===== config.mk =====
export PLATFORM = sky130hd
export DESIGN_NAME = prbs_sat_counter
export DESIGN_NICKNAME = d
export VERILOG_FILES = /design/src/rtl/prbs_sat_counter.sv
export SDC_FILE = /design/constraint.sdc
export NUM_CORES = 1
export LEC_CHECK = 0
export ABC_AREA = 1
export CAP_MARGIN = 0
export CORE_ASPECT_RATIO = 0.75
export CORE_MARGIN = 5
export CORE_UTILIZATION = 45
export DETAILED_ROUTE_END_ITERATION = 6
export PLACE_DENSITY = 0.78
export SYNTH_ARGS = -nofsm -noshare
export SYNTH_HDL_FRONTEND = slang
export SYNTH_SLANG_ARGS = --single-unit
export TNS_END_PERCENT = 5

===== constraint.sdc =====
create_clock -name clk -period 2 [get_ports clk]
set_input_delay 0.5 -clock clk [delete_from_list [all_inputs] [get_ports clk]]
set_output_delay 0.5 -clock clk [all_outputs]
set_load 0.01 [all_outputs]

===== src/rtl/prbs_sat_counter.sv =====
// Saturating up-counter with synchronous clear; clear wins over increment.
module prbs_sat_counter #(
   parameter int unsigned CNT_W = 16
) (
   input  logic             clk,
   input  logic             rst_n,
   input  logic             inc,
   input  logic             clr,
   output logic [CNT_W-1:0] q
);

   always_ff @(posedge clk or negedge rst_n) begin
      if (!rst_n) begin
         q <= '0;
      end else if (clr) begin
         q <= '0;
      end else if (inc && (q != '1)) begin
         q <= q + 1'b1;
      end
   end

endmodule


Word level (Yosys, flattened, before mapping). Cells that the tools add are included.

Flip-flop bits (word level): 16. Input bits: 4. Output and inout bits: 16. Word-level logic and storage cells: 7.

Add/sub/neg operators: 1. Eq/ne operators: 1. Muxes and demuxes: 2. Reductions and logical operators: 2.

Operators with widths (number): two-way mux 16 bit (2); adder 16 x 1 -> 16 bit (second input constant) (1); inequality test 16 bit (second input constant) (1); nonzero test 2 bit (1); logical AND 1 bit (1).

Longest topological paths before layout. Gate-level depths: netlist of run 1.

Depth after elaboration: 4. Gate-level depth with buffers: 10. Depth with buffers taken out: 9.

Least setup slack after synthesis of run 1. OpenSTA, ideal clock, no wires.

Kind: register to register. Start: register q[1]. End: register q[7]. Setup time: 0.066 ns. Arrival: 1.454 ns. Data required time: 1.934 ns. Slack: 0.480 ns. Stages on the path, launching flop included: 11. Buffers on the path: 1. Period minus slack after synthesis: 1.520 ns. Cells stage by stage: dfrtp_1 -> ha_1 -> nand2_2 -> nor2_4 -> nand2_4 -> o21ai_4 -> nand2_4 -> inv_4 -> buf_12 -> nand2_1 -> nand2_1.

Cells in the longest elaborated chain, start to end: 3. Elaborated cells on any way between the ends: 6. Those cells by class: add/sub: 1; eq/ne: 1; mux: 2; reduce/logical: 2.

RTL lines: start: declaration (line 9) `output logic [CNT_W-1:0] q`; start signal: assignment (line 18) `q <= q + 1'b1;`; adder 16 x 1 -> 16 bit / inequality test 16 bit (equally long branches) (line 18, 17); two-way mux 16 bit / logical AND 1 bit (equally long branches) (line 17) `end else if (inc && (q != '1)) begin`; two-way mux 16 bit / nonzero test 2 bit (equally long branches).

Several ways; a longest one is shown, not always the timed one. The select of a mux whose other input is x is not followed. A chain may end at the register's enable or synchronous reset.

Final worst setup path of run 1.
Start: register q[7]. End: output port q[7].

No word-level cell between the ends.

==> out/summary.log, run 1 <==
qor: floorplan.num_rows 15
qor: finish.area_growth 23.6%
qor: setup_path.criticalPathCategory flop to output port
qor: finish.fin_area 0.00128 mm²
qor: floorplan.pin_count 20
qor: sta.tns 0 ps
qor: sta.rsz0062_at_grt no
qor: yosys.syn-instance-count 144
qor: setup_path.worst_ep_arrival_time 1380 ps
qor: power_and_ir_drop.p_leak 0.604 nW
qor: hold_path.hold_path_class input port to async pin
qor: status.outcome finished clean
qor: clocking.cts_max_path_buffers 2
qor: drt.drc 0
qor: setup_path.worst_path_dominant_cell_family buffers and inverters
qor: finish.stdcell_count 192
qor: grt.grt_antenna_before_repair 0
qor: power_and_ir_drop.power.total 0.561 mW
qor: drt.remaining_antenna_violation_count_after_routing 0
qor: floorplan.die_width 65.4 µm
qor: finish.finish.net_count 174
qor: clocking.htree_num_levels 1
qor: place.dp.final_hpwl 1890 µm
qor: yosys.avgSynthCellArea 7.20 µm²
qor: finish.antenna_cells_inserted 0
qor: setup_path.worstSetupEndpointType output port
qor: yosys.synth.distinct_cells 23
qor: setup_path.rr_endpoint q[2]
qor: yosys.synth-seq-area-share 0.386
qor: power_and_ir_drop.power_density 438 mW/mm²
qor: power_and_ir_drop.power_switching_share 0.252
qor: setup_path.largest_fanout_on_the_critical_path 7
qor: job.maxCapViolations 0
qor: setup_path.critical_path.max_stage_delay 600 ps
qor: sta.timing.max_slew.rel_slack 0.677
qor: setup_path.element_type_at_the_critical_path_start flop
qor: grt.global_route_wire_length_before_repair 4350 µm
qor: clocking.clkSlewWorstSetupHoldPaths 100 ps
qor: sta.worst_slew_pin_slew 481 ps
qor: floorplan.initial_core_util 0.461
qor: place.gp_congestion 0.861
qor: sta.achievable_clock_frequency 531 MHz
qor: yosys.synthesis.area 0.00104 mm²
qor: clocking.numClockSinks 16
qor: sta.timing.clock.skew 7.18 ps
qor: setup_path.cp_slowest_cell sky130_fd_sc_hd__clkdlybuf4s50_1
qor: clocking.cts_root_buf sky130_fd_sc_hd__clkbuf_4
qor: floorplan.core 0.00225 mm²
qor: floorplan.floorplan.die_area 0.00338 mm²
qor: setup_path.timing.critical_path.cells clkdlybuf4s50_1
qor: drt.drt-vias-per-instance 5.38
qor: drt.vias 1,032
qor: drt.route.final.wire_length 2550 µm
qor: sta.timing_hold_violations_final 0
qor: setup_path.register_to_register_setup_slack 380 ps
qor: sta.max_slew_violation_count 0
qor: setup_path.r2r_cells 9
qor: finish.largest_registers q (16)
qor: place.place_inst 189
qor: power_and_ir_drop.highest_ir_drop_seen_on_vdd 0.225 mV
qor: setup_path.crit_required 1500 ps
qor: finish.final_cell_mix sky130_fd_sc_hd__nand2_1 (55), sky130_fd_sc_hd__clkdlybuf4s50_1 (19), sky130_fd_sc_hd__dfrtp_1 (16)
qor: finish.final_layout_size_suffix_gt1_frac 0.102
qor: sta.final_worst_path_setup_slack 116 ps
qor: sta.final_worst_path_period_need 1880 ps
qor: drt.drt-wirelength-per-cell 13.3 µm
qor: sta.report.final.setup_viol 0
qor: grt.grt-ovfl-total 0
qor: setup_path.critical_path_buf_inv_count 1
qor: sta.hold_ws 514 ps
qor: finish.largest-register q
qor: power_and_ir_drop.switchingPower 0.141 mW
qor: clocking.post_cts_setup_repair_bufs 0
qor: clocking.tritoncts.num_buffers 3
qor: power_and_ir_drop.power_frac_seq 0.590
qor: yosys.warnings_from_yosys 0
qor: place.placed_cell_area 0.00126 mm²
qor: grt.pin_count_of_the_biggest_net_entering_global_routing 17
qor: place.place.port_buffers 19
qor: drt.firstDrtPassIters 4
qor: sta.post-route-period-util 0.942
qor: clocking.postCtsResizedCells 0
qor: power_and_ir_drop.power.internal 0.420 mW
qor: yosys.postSynthRegisterBits 16
qor: clocking.postCtsHoldBufs 0
qor: place.dpl_worst_slack 339 ps
qor: finish.num-fill-cells 207
qor: power_and_ir_drop.power.combinational.fraction 0.101
qor: finish.utilization 0.569
qor: setup_path.worst_r2r_startpoint q[1]
qor: drt.initialDrtViolationCount 88
qor: power_and_ir_drop.clock_power_share 0.310
qor: grt.vias_in_the_first_global_route 925
qor: grt.grt_util_all_layers 0.170
qor: finish.number_of_flip_flops_under_the_largest_register_name 16
qor: clocking.clock_latency 290 ps
qor: finish.final_common_cell sky130_fd_sc_hd__nand2_1
qor: floorplan.floorplan.die.height 51.6 µm
qor: yosys.synth_fp_nets 149
qor: clocking.cts_tree done
-- cell type report --
type / count / area (µm²) / share of cell area
multi-input cells: 112 / 557 / 0.434
flip-flops and latches: 16 / 400 / 0.312
repair buffers: 23 / 220 / 0.172
inverters: 13 / 51.3 / 0.0400
well taps: 25 / 31.3 / 0.0244
clock buffers: 3 / 22.5 / 0.0176
-- per-layer routing --
metal,part of all wire,up-vias,wire [µm],global-route usage
met5,0,-,0,0
met4,0.0067,0,17,0.0310
met3,0.068,4,174,0.0605
met2,0.44,38,1130,0.262
met1,0.48,484,1220,0.231
li1,-,506,-,-
-- how the worst max path moves through the flow --
stage | start | cells after the start | endpoint
after floorplan | q[1] | 10 | q[7]
after CTS | q[7] | 1 | q[7]
after global placement | inc | 6 | q[10]
final | q[7] | 1 | q[7]
after detailed placement | clr | 6 | q[3]
after global routing | q[6] | 1 | q[6]
-- cell usage after synthesis --
library cell	number	area (µm²)
sky130_fd_sc_hd__nand2_2	2	12.5
sky130_fd_sc_hd__nor2_1	14	52.6
sky130_fd_sc_hd__xnor2_1	2	17.5
sky130_fd_sc_hd__a21oi_1	1	5.00
sky130_fd_sc_hd__inv_4	1	6.26
sky130_fd_sc_hd__nand2_4	2	22.5
sky130_fd_sc_hd__buf_1	1	3.75
sky130_fd_sc_hd__nand3_1	12	60.1
sky130_fd_sc_hd__inv_1	11	41.3
sky130_fd_sc_hd__ha_1	1	12.5
sky130_fd_sc_hd__o21ai_4	1	16.3
sky130_fd_sc_hd__xor2_1	3	26.3
sky130_fd_sc_hd__buf_2	1	5.00
sky130_fd_sc_hd__inv_2	1	3.75
sky130_fd_sc_hd__nand4_1	9	56.3
sky130_fd_sc_hd__or2_2	1	6.26
sky130_fd_sc_hd__nor3_1	1	5.00
sky130_fd_sc_hd__nand2_1	55	206
sky130_fd_sc_hd__dfrtp_1	16	400
sky130_fd_sc_hd__buf_12	1	20.0
sky130_fd_sc_hd__o21ai_0	4	20.0
sky130_fd_sc_hd__o21bai_1	2	15.0
sky130_fd_sc_hd__nor2_4	2	22.5
-- worst reg2reg max path: stages (launching register included) --
cell and delay [ps]:
sky130_fd_sc_hd__dfrtp_1 420, sky130_fd_sc_hd__ha_1 210, sky130_fd_sc_hd__nand2_2 100, sky130_fd_sc_hd__nor2_4 190
sky130_fd_sc_hd__nand2_4 100, sky130_fd_sc_hd__o21ai_4 190, sky130_fd_sc_hd__nand2_4 90, sky130_fd_sc_hd__inv_4 150
sky130_fd_sc_hd__nand2_1 70, sky130_fd_sc_hd__nand2_1 60
-- power by group through the flow --
stage	registers [mW]	clock network [mW]	logic, mW
floorplan	0.338	0	0.0278
global placement	0.337	0	0.0556
detailed placement	0.337	0	0.0563
CTS	0.331	0.182	0.0564
global route	0.332	0.198	0.0612
finish	0.331	0.174	0.0564
-- logic make-up after synthesis --
family / Yosys count / synth area share
AOI/OAI and AO/OA: 8 / 0.0543
DFF: 16 / 0.386
buffers and inverters: 16 / 0.0772
xor gates and xnor gates: 5 / 0.0422
and+or+nand+nor: 98 / 0.428
adders and majority gates: 1 / 0.0121
Power figures use the tool's default switching activity.
==> run 2, diff against run 1 <==
ABC_AREA = not set   (was 1)
ABC_CLOCK_PERIOD_IN_PS = 2000   (was not set)
PLACE_DENSITY = 0.79   (was 0.78)
==> run 2 against run 1 <==
Effect of this change:
- clock-buffer cell count grew 1
- design area grew 0.19%
- sequential power is essentially flat
- worst setup slack gained 13 ps
- critical endpoint is now q[15]
- wire length shrank 7.5%
- utilization grew 7.4 points
==> out/summary.log, run 2 <==
qor: grt.grt-ovfl-total 0 [unchanged]
qor: yosys.synth_fp_nets 103 [was 149]
qor: grt.vias_in_the_first_global_route 875 [was 925]
qor: drt.route.final.wire_length 2360 µm [was 2550 µm]
qor: setup_path.element_type_at_the_critical_path_start flop [unchanged]
qor: finish.largest-register q [unchanged]
qor: floorplan.pin_count 20 [unchanged]
qor: sta.worst_slew_pin_slew 536 ps [was 481 ps]
qor: drt.drt-vias-per-instance 5.97 [was 5.38]
qor: setup_path.critical_path_buf_inv_count 0 [was 1]
qor: clocking.post_cts_setup_repair_bufs 0 [unchanged]
qor: power_and_ir_drop.power.combinational.fraction 0.104 [was 0.101]
qor: drt.drt-wirelength-per-cell 15.4 µm [was 13.3 µm]
qor: yosys.asyncSetResetFlopFracSynth 1.00 [unchanged]
qor: finish.fin_area 0.00128 mm² [about the same]
qor: floorplan.floorplan.die_area 0.00312 mm² [was 0.00338 mm²]
qor: yosys.synth.largest_area_cell sky130_fd_sc_hd__dfrtp_1 [unchanged]
qor: yosys.post-synth-top-count-cell sky130_fd_sc_hd__dfrtp_1 [was sky130_fd_sc_hd__nand2_1]
qor: clocking.numClockSinks 16 [unchanged]
qor: finish.largest_registers q (16) [unchanged]
qor: power_and_ir_drop.power.internal 0.467 mW [was 0.420 mW]
qor: power_and_ir_drop.highest_ir_drop_seen_on_vdd 0.374 mV [was 0.225 mV]
qor: yosys.synthTopCellsByArea sky130_fd_sc_hd__dfrtp_1 (42%), sky130_fd_sc_hd__a21oi_1 (5.8%), sky130_fd_sc_hd__o31ai_1 (5.6%) [was sky130_fd_sc_hd__dfrtp_1 (39%), sky130_fd_sc_hd__nand2_1 (20%), sky130_fd_sc_hd__nand3_1 (5.8%)]
qor: setup_path.worst_ep_arrival_time 2040 ps [was 1380 ps]
qor: clocking.postCtsHoldBufs 0 [unchanged]
qor: sta.rsz0062_at_grt no [unchanged]
qor: setup_path.worst_path_dominant_cell_family simple AND/OR/NAND/NOR gates [was buffers and inverters]
qor: sta.timing.clock.skew 3.18 ps [was 7.18 ps]
qor: yosys.synth-edff-count 0 [unchanged]
qor: power_and_ir_drop.power_frac_seq 0.545 [was 0.590]
qor: clocking.postCtsResizedCells 0 [unchanged]
qor: floorplan.initial_core_util 0.472 [was 0.461]
qor: floorplan.die_width 62.8 µm [was 65.4 µm]
qor: yosys.synth.distinct_cells 28 [was 23]
qor: power_and_ir_drop.clock_power_share 0.351 [was 0.310]
qor: sta.tns 0 ps [unchanged]
qor: finish.area_growth 36.4% [was 23.6%]
qor: yosys.synth_ff_type sky130_fd_sc_hd__dfrtp_1 [unchanged]
qor: job.maxCapViolations 0 [unchanged]
qor: clocking.clock_latency 280 ps [was 290 ps]
qor: place.place_inst 149 [was 189]
qor: finish.final_common_cell sky130_fd_sc_hd__clkdlybuf4s50_1 [was sky130_fd_sc_hd__nand2_1]
qor: clocking.htree_num_levels 1 [unchanged]
qor: yosys.synthesis.area 942 µm² [was 0.00104 mm²]
qor: floorplan.floorplan.die.height 49.6 µm [was 51.6 µm]
qor: clocking.clkSlewWorstSetupHoldPaths 90 ps [was 100 ps]
qor: finish.final_cell_mix sky130_fd_sc_hd__clkdlybuf4s50_1 (19), sky130_fd_sc_hd__dfrtp_1 (16), sky130_fd_sc_hd__buf_4 (12) [was sky130_fd_sc_hd__nand2_1 (55), sky130_fd_sc_hd__clkdlybuf4s50_1 (19), sky130_fd_sc_hd__dfrtp_1 (16)]
qor: sta.final_worst_path_period_need 1870 ps [was 1880 ps]
qor: clocking.tritoncts.num_buffers 3 [unchanged]
qor: floorplan.core 0.00200 mm² [was 0.00225 mm²]
qor: place.dp.final_hpwl 1800 µm [was 1890 µm]
qor: drt.initialDrtViolationCount 62 [was 88]
qor: yosys.post_synth_most_frequent_cells sky130_fd_sc_hd__dfrtp_1 (16), sky130_fd_sc_hd__a21oi_1 (11), sky130_fd_sc_hd__o31ai_1 (7) [was sky130_fd_sc_hd__nand2_1 (55), sky130_fd_sc_hd__dfrtp_1 (16), sky130_fd_sc_hd__nor2_1 (14)]
qor: sta.max_slew_violation_count 0 [unchanged]
qor: place.place.port_buffers 19 [unchanged]
qor: drt.vias 913 [was 1,032]
qor: sta.achievable_clock_frequency 535 MHz [was 531 MHz]
qor: power_and_ir_drop.p_leak 0.527 nW [was 0.604 nW]
qor: finish.final_layout_size_suffix_gt1_frac 0.209 [was 0.102]
qor: yosys.avgSynthCellArea 9.61 µm² [was 7.20 µm²]
qor: setup_path.cp-startpoint q[0] [was q[7]]
qor: setup_path.worst_r2r_startpoint q[0] [was q[1]]
qor: sta.report.final.setup_viol 0 [unchanged]
qor: status.outcome finished clean [unchanged]
qor: clocking.cts_root_buf sky130_fd_sc_hd__clkbuf_4 [unchanged]
qor: clocking.cts_tree done [unchanged]
qor: floorplan.num_rows 14 [was 15]
qor: drt.drc 0 [unchanged]
qor: place.placed_cell_area 0.00125 mm² [was 0.00126 mm²]
qor: finish.finish.net_count 135 [was 174]
qor: sta.post-route-period-util 0.935 [was 0.942]
qor: hold_path.hold_path_class input port to async pin [unchanged]
qor: yosys.warnings_from_yosys 0 [unchanged]
qor: yosys.postSynthRegisterBits 16 [unchanged]
qor: grt.global_route_wire_length_before_repair 4150 µm [was 4350 µm]
qor: power_and_ir_drop.switchingPower 0.135 mW [was 0.141 mW]
qor: setup_path.criticalPathCategory flop to flop [was flop to output port]
qor: finish.stdcell_count 153 [was 192]
qor: grt.grt_antenna_before_repair 0 [unchanged]
qor: place.gp_congestion 0.835 [was 0.861]
qor: yosys.yosys_top_cell_area_share 0.425 [was 0.386]
qor: power_and_ir_drop.power_density 469 mW/mm² [was 438 mW/mm²]
qor: grt.grt_util_all_layers 0.164 [was 0.170]
qor: clocking.cts_max_path_buffers 2 [unchanged]
qor: sta.timing_hold_violations_final 0 [unchanged]
qor: sta.timing.max_slew.rel_slack 0.640 [was 0.677]
qor: setup_path.cp_slowest_cell sky130_fd_sc_hd__nor4_4 [was sky130_fd_sc_hd__clkdlybuf4s50_1]
qor: grt.pin_count_of_the_biggest_net_entering_global_routing 17 [unchanged]
qor: finish.antenna_cells_inserted 0 [unchanged]
qor: sta.hold_ws 531 ps [was 514 ps]
qor: setup_path.worstSetupEndpointType flop [was output port]
qor: setup_path.crit_required 2170 ps [was 1500 ps]
qor: setup_path.timing.critical_path.cells ha_2 -> nand4_2 -> nor4_4 -> nor4_1 -> mux2_1 [was clkdlybuf4s50_1]
qor: setup_path.critical_path.max_stage_delay 540 ps [was 600 ps]
qor: drt.remaining_antenna_violation_count_after_routing 0 [unchanged]
qor: power_and_ir_drop.power_switching_share 0.224 [was 0.252]
qor: yosys.syn-instance-count 98 [was 144]
qor: yosys.synth-seq-area-share 0.425 [was 0.386]
qor: drt.firstDrtPassIters 4 [unchanged]
qor: finish.number_of_flip_flops_under_the_largest_register_name 16 [unchanged]
qor: setup_path.largest_fanout_on_the_critical_path 10 [was 7]
-- run 2: cell count changes in the layout (fill, tap and decap cells not counted), sizes merged, moves of 3 or more --
cell and change:
mux2 +4, nand3 -9, nor2 -12, or3 +3, or4 +7, inv -10, a21oi +10, nor2b +4
buf +9, o31ai +7, nand2 -53, xor2 -3, nor4 +5
-- run 2: metal layers --
| layer | track usage | vias to the layer above | wire (µm) |
|---|---|---|---|
| li1 | - | 446 | - |
| met1 | 0.230 | 438 | 1120 |
| met2 | 0.248 | 27 | 1090 |
| met3 | 0.0500 | 2 | 133 |
| met4 | 0.0353 | 0 | 13 |
| met5 | 0 | - | 0 |
-- run 2: final timing paths --
kind | cells after the start | slack (ps) | end
setup / recovery | 5 | 130 | q[15]
setup reg to reg | 5 | 130 | q[15]
hold reg to reg | 2 | 610 | q[14]
hold / removal | 2 | 530 | q[11]
min in group clk | 2 | 610 | q[14]
max in group asynchronous | 2 | 1290 | q[2]
-- run 2: worst register-to-register path: stages (launching register included) --
cell	delay, ps
sky130_fd_sc_hd__dfrtp_1	370
sky130_fd_sc_hd__ha_2	220
sky130_fd_sc_hd__nand4_2	140
sky130_fd_sc_hd__nor4_4	540
sky130_fd_sc_hd__nor4_1	150
sky130_fd_sc_hd__mux2_1	330
-- run 2: final cells by class --
class,instances,area (µm²)
multi-input cells,74,507
clock buffers,4,36.3
inverters,3,11.3
fillers,173,712
repair buffers,32,300
flip-flops and latches,16,400
well taps,24,30.0
-- run 2: power by group through the flow --
stage               sequential [mW]  clock (mW)  combinational (mW)
finish                        0.328       0.211              0.0627
global route                  0.329       0.245              0.0698
CTS                           0.328       0.222              0.0627
detailed placement            0.335           0              0.0625
global placement              0.334           0              0.0605
floorplan                     0.337           0              0.0182
-- run 2: kinds of logic (layout without fill, tap and decap cells) --
group	after synthesis	after routing	synth area share
AND/OR/NAND/NOR	45	45	0.312
multiplexers	4	4	0.0478
flip-flops	16	16	0.425
AO/OA/AOI/OAI	24	24	0.162
buffers and inverters	8	39	0.0398
adder cells (fa/ha/maj)	1	1	0.0133
-- run 2: stage by stage --
stage / utilization / setup WS (ps) / power, mW
floorplan: - / 202 / 0.356
global placement: 0.624 / -14.9 / 0.395
detailed placement: 0.624 / -116 / 0.397
CTS: 0.642 / 84.7 / 0.613
global route: 0.643 / 1.44 / 0.644
finish: 0.643 / 130 / 0.602
==> run 3, diff against run 2 <==
CAP_MARGIN = not set   (was 0)
SLEW_MARGIN = 10   (was not set)
==> results of run 3 <==
No change in the layout: final DEF, timing and power equal those of run 2.
